`config.mk`:
```
export PLATFORM = sky130hd
export DESIGN_NAME = serial_bit_feeder
export DESIGN_NICKNAME = d
export VERILOG_FILES = /design/src/rtl/serial_bit_feeder.sv
export SDC_FILE = /design/constraint.sdc
export NUM_CORES = 1
export LEC_CHECK = 0
export BUFFER_PORTS_ARGS = -buffer_cell sky130_fd_sc_hd__buf_2
export CAP_MARGIN = 20
export CELL_PAD_IN_SITES_DETAIL_PLACEMENT = 1
export CELL_PAD_IN_SITES_GLOBAL_PLACEMENT = 2
export CORE_ASPECT_RATIO = 1.2
export CORE_MARGIN = 1.5
export CORE_UTILIZATION = 30
export DETAILED_ROUTE_END_ITERATION = 6
export PLACE_DENSITY = 0.79
export SLEW_MARGIN = 10
export SYNTH_ARGS = -nofsm -noshare
export SYNTH_HDL_FRONTEND = slang
export SYNTH_SLANG_ARGS = --single-unit
export TNS_END_PERCENT = 30
```
`constraint.sdc`:
```
create_clock -name clk -period 3.05 [get_ports clk]
set_input_delay 0.61 -clock clk [delete_from_list [all_inputs] [get_ports clk]]
set_output_delay 0.61 -clock clk [all_outputs]
set_load 0.02 [all_outputs]
```
`src/rtl/serial_bit_feeder.sv`:
```
// rtl/serial_bit_feeder.sv - parallel-to-serial front end feeding a serial sequence detector
//
// Accepts WIDTH-bit words on a valid/ready handshake and shifts them out one
// bit per clock on x. A one-word holding register lets consecutive words
// stream with no idle cycle between them.
//
// Build option: define SERIAL_FEEDER_LSB_FIRST_EN for LSB-first bit order;
// otherwise words leave MSB first. Only the bit order changes.
//
// Ports:
//   clk        in   clock, rising edge
//   reset      in   asynchronous, active-low reset
//   din        in   [WIDTH-1:0] parallel word, sampled only on accept
//   din_valid  in   din is valid this cycle
//   din_ready  out  a word can be accepted this cycle
//   x          out  serial bit to the detector, 0 when x_valid is 0
//   x_valid    out  x carries a word bit this cycle
//   last       out  x carries the final bit of the current word
//   busy       out  a word is shifting or a word is held

module serial_bit_feeder #(
    parameter int WIDTH = 8
) (
    input  logic             clk,
    input  logic             reset,
    input  logic [WIDTH-1:0] din,
    input  logic             din_valid,
    output logic             din_ready,
    output logic             x,
    output logic             x_valid,
    output logic             last,
    output logic             busy
);

    localparam int CW = $clog2(WIDTH);
    localparam logic [CW-1:0] CNT_MAX = CW'(WIDTH - 1);

    typedef enum logic {
        IDLE  = 1'b0,
        SHIFT = 1'b1
    } state_t;

    state_t           state_q, state_d;
    logic [WIDTH-1:0] shreg_q, shreg_d;
    logic [CW-1:0]    cnt_q, cnt_d;
    logic [WIDTH-1:0] hold_q, hold_d;
    logic             hold_full_q, hold_full_d;

    logic             accept;
    logic             out_bit;
    logic [WIDTH-1:0] shreg_shifted;

`ifdef SERIAL_FEEDER_LSB_FIRST_EN
    assign out_bit       = shreg_q[0];
    assign shreg_shifted = {1'b0, shreg_q[WIDTH-1:1]};
`else
    assign out_bit       = shreg_q[WIDTH-1];
    assign shreg_shifted = {shreg_q[WIDTH-2:0], 1'b0};
`endif

    // Gating with reset keeps ready low during reset even though the flops
    // already read zero, so no word can slip in on the release edge early.
    assign din_ready = reset & ~hold_full_q;
    assign accept    = din_valid & din_ready;

    assign x_valid = (state_q == SHIFT);
    assign x       = (state_q == SHIFT) & out_bit;
    assign last    = (state_q == SHIFT) & (cnt_q == '0);
    assign busy    = (state_q == SHIFT) | hold_full_q;

    always_comb begin
        state_d     = state_q;
        shreg_d     = shreg_q;
        cnt_d       = cnt_q;
        hold_d      = hold_q;
        hold_full_d = hold_full_q;

        unique case (state_q)
            IDLE: begin
                if (accept) begin
                    shreg_d = din;
                    cnt_d   = CNT_MAX;
                    state_d = SHIFT;
                end
            end
            SHIFT: begin
                if (cnt_q != '0) begin
                    shreg_d = shreg_shifted;
                    cnt_d   = cnt_q - CW'(1);
                    // din_ready is low while hold is full, so this never
                    // overwrites a held word.
                    if (accept) begin
                        hold_d      = din;
                        hold_full_d = 1'b1;
                    end
                end else if (hold_full_q) begin
                    shreg_d     = hold_q;
                    cnt_d       = CNT_MAX;
                    hold_full_d = 1'b0;
                end else if (accept) begin
                    // Word arriving on the retiring edge goes straight to
                    // the shifter; parking it in hold would cost a bubble.
                    shreg_d = din;
                    cnt_d   = CNT_MAX;
                end else begin
                    state_d = IDLE;
                end
            end
            default: state_d = IDLE;
        endcase
    end

    always_ff @(posedge clk or negedge reset) begin
        if (!reset) begin
            state_q     <= IDLE;
            shreg_q     <= '0;
            cnt_q       <= '0;
            hold_q      <= '0;
            hold_full_q <= 1'b0;
        end else begin
            state_q     <= state_d;
            shreg_q     <= shreg_d;
            cnt_q       <= cnt_d;
            hold_q      <= hold_d;
            hold_full_q <= hold_full_d;
        end
    end

endmodule

```
==> flow_summary.yaml <==
clocking:
  cts_hold_buffers: 0
  clk_pin_slew_ps: 80
  cts_tree: "built"
  cts-root-buf: "clkbuf_8"
  clkSinkCount: 21
  cts_inserted_buffers: 3
  post_cts_buffers: 0
  ctsResizeCount: 0
  clockBufferDepth: 2
  insertion_delay_ps: 260
  htree_levels: 1
finish:
  drive_gt1_share_pct: 29.9
  nFillCells: 381
  multi_input_area_sq_um: 448
  layout_commonest_cell: "dfrtp_1"
  seqCellArea_sq_um: 526
  design_area_sq_um: 1160
  synthToLayoutAreaGrowth_pct: 13.8
  final_cells: 144
  layout.nets: 121
  mostFrequentLayoutCells: "dfrtp_1 (21), nand2_1 (15), buf_2 (15)"
  n_antenna_cell: 0
power_and_ir_drop:
  switching_share_pct: 37.2
  combPwrFrac_pct: 38.7
  power_frac_clock_pct: 15.9
  p_total_mw: 1.16
  power.density_nw_per_um2: 996
  switching_power_mw: 0.430
  power_frac_seq_pct: 45.4
  peakVddDrop_mv: 0.353
  p_int_mw: 0.727
  p_leak_nw: 0.514
worst_setup_path:
  crit_path_end_kind: "primary output"
  criticalPathCategory: "register to primary output"
  r2r_slack_ps: 1060
  arrival_ps: 1650
  ff2ff_path_depth: 5
  critical_path_peak_fanout: 8
  worst-endpoint-required_ps: 2440
  start_kind: "register"
drt:
  vias: 762
  via_per_inst: 5.29
  firstDrtPassIters: 4
  drt_wl_total_um: 2330
  post_drt_wl_per_cell_um: 16.1
  route.detailed.drc: 0
  initialDrtViolationCount: 29
  detail-route-antenna-nets: 0
floorplan:
  io_pins: 16
  die_x_um: 56.3
  core_sq_um: 3310
  die_h_um: 66.9
  initial_core_util_pct: 30.9
  fp.dieArea_sq_um: 3760
  placement_rows: 23
place:
  place_ws_ps: 1060
  place_congestion: 0.737
  placed_cells: 140
  portBuffers: 15
  dp.final_hpwl_um: 1590
  dpl_cell_area_sq_um: 1120
timing:
  period_minus_slack_ps: 2260
  slew_viol_final: 0
  hold_viol: 0
  layout_setup_ws_ps: 792
  rsz0062_at_grt: "no"
  fin_setup_tns_ps: 0
  worst_pin_slew_ps: 859
  fmax_ghz: 0.443
  clock_skew_ps: 3.23
  relSlewSlack_pct: 42.3
  setup_viol: 0
  finalCritPeriodShare_pct: 74.0
yosys:
  syn_area_sq_um: 1020
  syn-instance-count: 92
  yosysWarnings: 0
  muxShareOfSynthArea_pct: 9.93
  synth.distinct_cells: 27
  yosys_register_bits: 21
  synthAdderAreaFrac_pct: 2.45
  synth-compound-area-share_pct: 15.4
  synth_nets: 105
  synth-simple-area-share_pct: 16.1
  synth-seq-area-share_pct: 51.5
  synth_xor_area_share_pct: 0
  synth_area_per_cell_sq_um: 11.1
  synth_top_family_by_area: "simple AND/OR/NAND/NOR gates"
min_path:
  hold_path_class: "primary input to async pin"
global_routing:
  grt-ovfl-total: 0
  grt_max_degree: 19
  grt_pass1_vias: 837
  grt_pass1_wl_um: 4020
  antenna_found_initial: 0
  grt_usage_pct: 14.4
run_status:
  outcome: "finished clean"
run:
  max-cap-violations: 0
## critical path: stages (launching register included)
cell,delay (ps)
dfrtp_1,380
inv_1,100
ha_1,250
nor2b_1,160
buf_4,160
and2_1,170
buf_2,170
## final timing paths
| kind | start | end |
|---|---|---|
| hold reg to reg | hold_q[4]$_DFFE_PN0P_ | hold_q[4]$_DFFE_PN0P_ |
| setup reg to reg | cnt_q[0]$_DFF_PN0_ | shreg_q[5]$_DFF_PN0_ |
| min in group clk | hold_q[4]$_DFFE_PN0P_ | hold_q[4]$_DFFE_PN0P_ |
| setup / recovery | cnt_q[0]$_DFF_PN0_ | last |
| max in group asynchronous | reset | hold_q[7]$_DFFE_PN0P_ |
| hold / removal | reset | hold_q[0]$_DFFE_PN0P_ |
## power groups by stage
| stage | clock [mW] | combinational [mW] | sequential (mW) |
|---|---|---|---|
| floorplan | 0 | 0.396 | 0.476 |
| global placement | 0 | 0.439 | 0.524 |
| detailed placement | 0 | 0.451 | 0.533 |
| CTS | 0.191 | 0.457 | 0.528 |
| global route | 0.202 | 0.502 | 0.550 |
| finish | 0.184 | 0.448 | 0.526 |
## metrics by stage
stage | hold WS (ps) | util [%]
floorplan | 314 | -
global placement | 490 | 33.8
detailed placement | 491 | 33.8
CTS | 208 | 35.1
global route | 207 | 35.1
finish | 205 | 35.1
## sequential cells by signal, summed over array words and instances (netlist names)
signal and count:
hold_q 8, shreg_q 8, cnt_q 3, hold_full_q 1
x_valid 1
## cell families after synthesis
| kind of cell | after synthesis |
|---|---|
| simple gates | 30 |
| compound gates | 22 |
| flops | 21 |
| mux | 9 |
| buf+inv | 8 |
| fa+ha+maj | 2 |
## synth_stat cells, drive strengths merged
cell	instances	area share, %
and3b	1	0.98
clkbuf	3	1.2
nor2b	2	1.2
a21oi	2	0.98
ha	2	2.5
dfrtp	21	51
a21o	1	0.74
or2	1	0.61
nor3	1	0.49
and3	2	1.2
mux2	9	9.9
nand3	1	1.7
a211oi	1	0.74
nand2	15	5.5
nand2b	2	1.2
a32oi	7	6.0
o21ai	1	0.49
inv	2	0.74
nand3b	2	1.5
a32o	1	0.98
o22ai	7	4.3
a31oi	2	1.2
and2	2	1.2
buf	3	2.7
nor2	1	0.37
## final cells by class
cell class              instances  share of cell area [%]
well taps                      37                    3.98
multi-input cells              63                    38.5
repair buffers                 17                    7.75
inverters                       2                   0.646
flip-flops and latches         21                    45.2
clock buffers                   4                    3.88
## layer usage
layer	part of all wire [%]	wire length (um)	global-route usage [%]	vias to the layer above
met5	0	0	0	-
met4	1.8	41	7.14	0
met3	1.5	36	1.75	4
met2	52	1210	26.0	12
met1	44	1030	16.7	381
li1	-	-	-	365
(Power assumes the default switching activity.)
